### config.mk
export PLATFORM = sky130hd
export DESIGN_NAME = if_stage
export DESIGN_NICKNAME = d
export VERILOG_FILES = /design/src/rtl/if_stage_pkg.sv /design/src/rtl/full_adder_16bit.sv /design/src/rtl/if_stage.sv
export SDC_FILE = /design/constraint.sdc
export NUM_CORES = 1
export LEC_CHECK = 0
export ABC_AREA = 1
export CELL_PAD_IN_SITES_DETAIL_PLACEMENT = 1
export CELL_PAD_IN_SITES_GLOBAL_PLACEMENT = 1
export CORE_MARGIN = 1
export CORE_UTILIZATION = 30
export DETAILED_ROUTE_END_ITERATION = 8
export GPL_TIMING_DRIVEN = 0
export PLACE_DENSITY = 0.74
export SYNTH_ARGS = -nofsm -noshare
export SYNTH_HDL_FRONTEND = slang
export SYNTH_SLANG_ARGS = --single-unit
### constraint.sdc
create_clock -name clk -period 2.6 [get_ports clk]
set_input_delay 0.52 -clock clk [delete_from_list [all_inputs] [get_ports clk]]
set_output_delay 0.52 -clock clk [all_outputs]
set_load 0.02 [all_outputs]
### src/rtl/if_stage_pkg.sv
// Shared definitions for the instruction-fetch stage: FSM encodings and fetch constants.
package if_stage_pkg;

    typedef enum logic [1:0] {
        StBoot  = 2'd0,
        StRun   = 2'd1,
        StFault = 2'd2
    } if_state_e;

    localparam logic [31:0] NOP = 32'h0000_0013;
    localparam logic [15:0] RESET_PC_DEFAULT = 16'h0000;

endpackage

### src/rtl/full_adder_16bit.sv
// 16-bit ripple-carry adder built from a chain of single-bit full adders.
module full_adder_16bit (
    input  logic [15:0] a,
    input  logic [15:0] b,
    input  logic        c_in,
    output logic [15:0] sum,
    output logic        c_out
);

    logic [16:0] carry;

    always_comb begin
        carry[0] = c_in;
        sum      = '0;
        for (int i = 0; i < 16; i++) begin
            sum[i]       = a[i] ^ b[i] ^ carry[i];
            carry[i + 1] = (a[i] & b[i]) | (carry[i] & (a[i] ^ b[i]));
        end
    end

    assign c_out = carry[16];

endmodule

### src/rtl/if_stage.sv
// Instruction-fetch stage: owns the PC, addresses the instruction ROM and feeds
// decode through a registered IF/ID slot with a valid/ready handshake.
module if_stage
    import if_stage_pkg::*;
#(
    parameter int unsigned     PC_W     = 16,
    parameter int unsigned     INSTR_W  = 32,
    parameter int unsigned     ROM_AW   = 14,
    parameter logic [PC_W-1:0] RESET_PC = RESET_PC_DEFAULT
) (
    input  logic               clk,
    input  logic               rst,
    output logic [ROM_AW-1:0]  rom_addr,
    input  logic [INSTR_W-1:0] rom_data,
    input  logic               redirect_valid,
    input  logic [PC_W-1:0]    redirect_pc,
    input  logic               id_ready,
    output logic               id_valid,
    output logic [INSTR_W-1:0] id_instr,
    output logic [PC_W-1:0]    id_pc,
    output logic [PC_W-1:0]    id_pc_plus4,
    output logic               fault
);

    if_state_e       state;
    logic [PC_W-1:0] pc;
    logic [PC_W-1:0] pc_next_seq;
    logic            pc_carry_unused;

    // Carry out is dropped so 16'hFFFC + 4 wraps to zero.
    full_adder_16bit u_pc_inc (
        .a     (pc),
        .b     (16'd4),
        .c_in  (1'b0),
        .sum   (pc_next_seq),
        .c_out (pc_carry_unused)
    );

    assign rom_addr = pc[PC_W-1:2];

    always_ff @(posedge clk or negedge rst) begin
        if (!rst) begin
            state       <= StBoot;
            pc          <= RESET_PC;
            id_valid    <= 1'b0;
            id_instr    <= NOP;
            id_pc       <= '0;
            id_pc_plus4 <= '0;
            fault       <= 1'b0;
        end else begin
            case (state)
                StBoot: begin
                    state <= StRun;
                end
                StRun: begin
                    if (redirect_valid && (redirect_pc[1:0] == 2'b00)) begin
                        // Flush the slot; a pending handshake this edge still completes.
                        pc       <= redirect_pc;
                        id_valid <= 1'b0;
                        id_instr <= NOP;
                    end else if (redirect_valid) begin
                        fault    <= 1'b1;
                        id_valid <= 1'b0;
                        state    <= StFault;
                    end else if (!id_valid || id_ready) begin
                        id_instr    <= rom_data;
                        id_pc       <= pc;
                        id_pc_plus4 <= pc_next_seq;
                        id_valid    <= 1'b1;
                        pc          <= pc_next_seq;
                    end
                end
                StFault: begin
                    id_valid <= 1'b0;
                    fault    <= 1'b1;
                end
                default: begin
                    state <= StBoot;
                end
            endcase
        end
    end

endmodule
==> metrics.md <==
| Metric | Value |
|---|---|
| Post-synthesis instance total | 447 |
| DRC viols | 0 |
| Vias in the first global route | 3,762 |
| TritonCTS Buffers | 9 |
| Crit-path max FO | 2 |
| Worst Setup End Kind | flip-flop |
| Clk sink count | 82 |
| DR vias/cell | 4.541 |
| # rows | 40 |
| Worst r2r src | pc[3] |
| Cell taking the most area after synthesis | dfrtp_1 |
| Area share of the largest cell type after synthesis | 0.5147 |
| Mapped Area | 3841 sq um |
| Detailed placement HPWL | 8.638 mm |
| Largest net degree at the start of global routing | 47 |
| Mean Syn Cell Area | 8.593 sq um |
| Final min period | 2.779 ns |
| H-tree levels | 3 |
| Crit path launch | pc[3] |
| Maximum vdd drop | 417.7 uV |
| Netlist cell types | 20 |
| Arrival time worst endpoint | 3.05 ns |
| Post-route cell area | 5874 sq um |
| Ant diodes | 0 |
| Routed vias | 3,474 |
| Layout area overhead | 52.93% |
| Dpl cell area | 5518 sq um |
| CTS tree | done |
| Post-Syn Nets | 515 |
| Final Util | 0.4791 |
| Global-route wire length before repair | 19.51 mm |
| PortBufs | 130 |
| Status | complete, but fails checks |
| Final Cycle Share | 1.069 |
| Synth area leaders | dfrtp_1 (51%), nand2_1 (21%), nand3_1 (7.7%) |
| Hold WS | 0.1604 ns |
| Max Cap Violations | 0 |
| Leakage | 2.912 nW |
| Final Hold Vio Count | 0 |
| DRT iter0 DRCs | 98 |
| Routed wire length | 11.73 mm |
| Power Density | 1185 nW/um^2 |
| Grt ovf | 0 |
| Max Buffers Root-to-Sink | 2 |
| Violations in the final reports | setup timing |
| Max-slew headroom at the worst pin | 0.6277 |
| RSZ-0062 raised after global routing | true |
| CP Class | reg2reg |
| YS warnings | 0 |
| Worst clock skew | 0.007364 ns |
| Io pins | 132 |
| Post-synth top cells | nand2_1 (214), dfrtp_1 (79), nand3_1 (59) |
| Die footprint | 13,260 sq um |
| Root buf cell | clkbuf_16 |
| Post-synth ARST share | 1.000 |
| Post-CTS Hold Fix Bufs | 0 |
| Fmax achieved | 359.9 MHz |
| Final Setup Violations | 3 |
| Count leader, synth | nand2_1 |
| Critical path launch point type | flip-flop |
| EDFF count, synth | 0 |
| Primary FF master, synth | dfrtp_1 |
| Core footprint | 12,260 sq um |
| Sequential-to-total area share from yosys stat | 0.5352 |
| Min-Delay Path Class | in2async |
| Starting Density | 0.3133 |
| Pre-antenna DRT Iters | 6 |
| Flops & latches, synth | 82 |
| Initial antenna violation count | 0 |
| Wire length per cell | 15.34 um |
| GRT Total Usage | 0.1928 |
| Die Wd | 115.2 um |
| Slew Viols, Final | 0 |
| Reg clk slew, reported paths | 0.06 ns |
| Routed Antenna Nets | 0 |
| PnR worst setup slack | -0.1788 ns |
| Layout cell share with drive strength beyond 1 | 0.1491 |
| Worst skew pair latency | 0.34 ns |
| Post-layout net count | 660 |
| Worst Max-Slew Pin Slew | 0.5584 ns |
| Placer congestion estimate | 0.8262 |
| Die Span Y | 115.2 um |
| Req. time, crit path | 2.87 ns |
## power breakdown
part / leakage [nW] / internal, mW / switching (mW)
Combinational: 1.70 / 1.60 / 1.75
Clock: 0.162 / 0.861 / 0.518
Sequential: 1.05 / 1.82 / 0.405
## flip-flops by register name, indices dropped and copies added, names as in the netlist
register	cells
id_instr	32
id_pc	16
pc	16
id_pc_plus4	14
state	2
fault	1
id_valid	1
## timing repair
item,in CTS,in global routing
gates resized for setup,4,3
gates cloned,0,0
pin swaps,2,5
setup endpoints to repair,5,5
buffers inserted,2,1
## layout by cell type, fill, tap and decap left out, types with 2 or more instances in the layout
| cell | count |
|---|---|
| nand4_1 | 3 |
| o21ai_0 | 2 |
| ha_1 | 4 |
| ha_4 | 11 |
| nor2_1 | 10 |
| nand3_1 | 59 |
| clkbuf_1 | 3 |
| nand2_2 | 8 |
| dfrtp_1 | 79 |
| clkdlybuf4s50_1 | 129 |
| inv_2 | 3 |
| buf_4 | 21 |
| clkinv_2 | 4 |
| buf_2 | 10 |
| dfstp_2 | 3 |
| nor2_4 | 2 |
| clkbuf_16 | 9 |
| nand2_1 | 208 |
| bufinv_16 | 2 |
| inv_1 | 10 |
| buf_6 | 10 |
## layer usage
layer / track usage / wire length, um / vias to the layer above
met4: 0.05368 / 147 / 0
met3: 0.06695 / 860 / 12
met2: 0.3233 / 5677 / 99
met1: 0.2352 / 5046 / 1683
li1: - / - / 1680
met5: 0 / 0 / -
## critical path: stages, from the launching register on
cell and delay, ns:
dfrtp_1 0.39, ha_2 0.21, ha_4 0.16, ha_4 0.15
ha_4 0.15, ha_4 0.15, ha_4 0.15, ha_4 0.15
ha_4 0.16, ha_4 0.15, ha_4 0.15, ha_4 0.16
ha_4 0.16, inv_2 0.05, nand2_2 0.04, nand2_2 0.09
buf_4 0.11, nand2_1 0.04, nand2_1 0.06
## area by class of cell
class	instances	area, sq um
Inverter	13	48.80
Fill cell	1432	6387
Tap cell	168	210.2
Clock buffer	10	239.0
Sequential cell	82	2056
Clock inverter	6	80.08
Buffer	40	301.5
Multi-Input combinational cell	312	1590
Timing Repair Buffer	134	1349
## path summary, 6_finish.rpt
kind                                        end  slack (ns)  cells after the start
max in group asynchronous          id_instr[10]        1.83                      2
min in group clk                       id_pc[1]        0.48                      2
worst max register to register  id_pc_plus4[15]       -0.18                     18
worst min-delay path                  id_pc[12]        0.16                      1
worst max-delay path            id_pc_plus4[15]       -0.18                     18
worst min register to register         id_pc[1]        0.48                      2
## logic make-up after synthesis
kind of cell	share of synthesized area
adders and majority gates	0.05212
and+or+nand+nor	0.3169
DFF	0.5352
buffers and inverters	0.09121
AOI/OAI and AO/OA	0.004561
## stage by stage
step	worst slack (ns)	TNS (ns)	instances	total power, mW
CTS	-0.1769	-0.3635	764	7.030
finish	-0.1788	-0.4555	765	6.962
global placement	-2.064	-166.06	745	5.460
global route	-0.2708	-0.7467	765	7.432
floorplan	-0.02653	-0.02653	447	4.011
detailed placement	-0.2761	-0.6723	746	5.584
No activity file was read; power rests on OpenSTA's default activity.
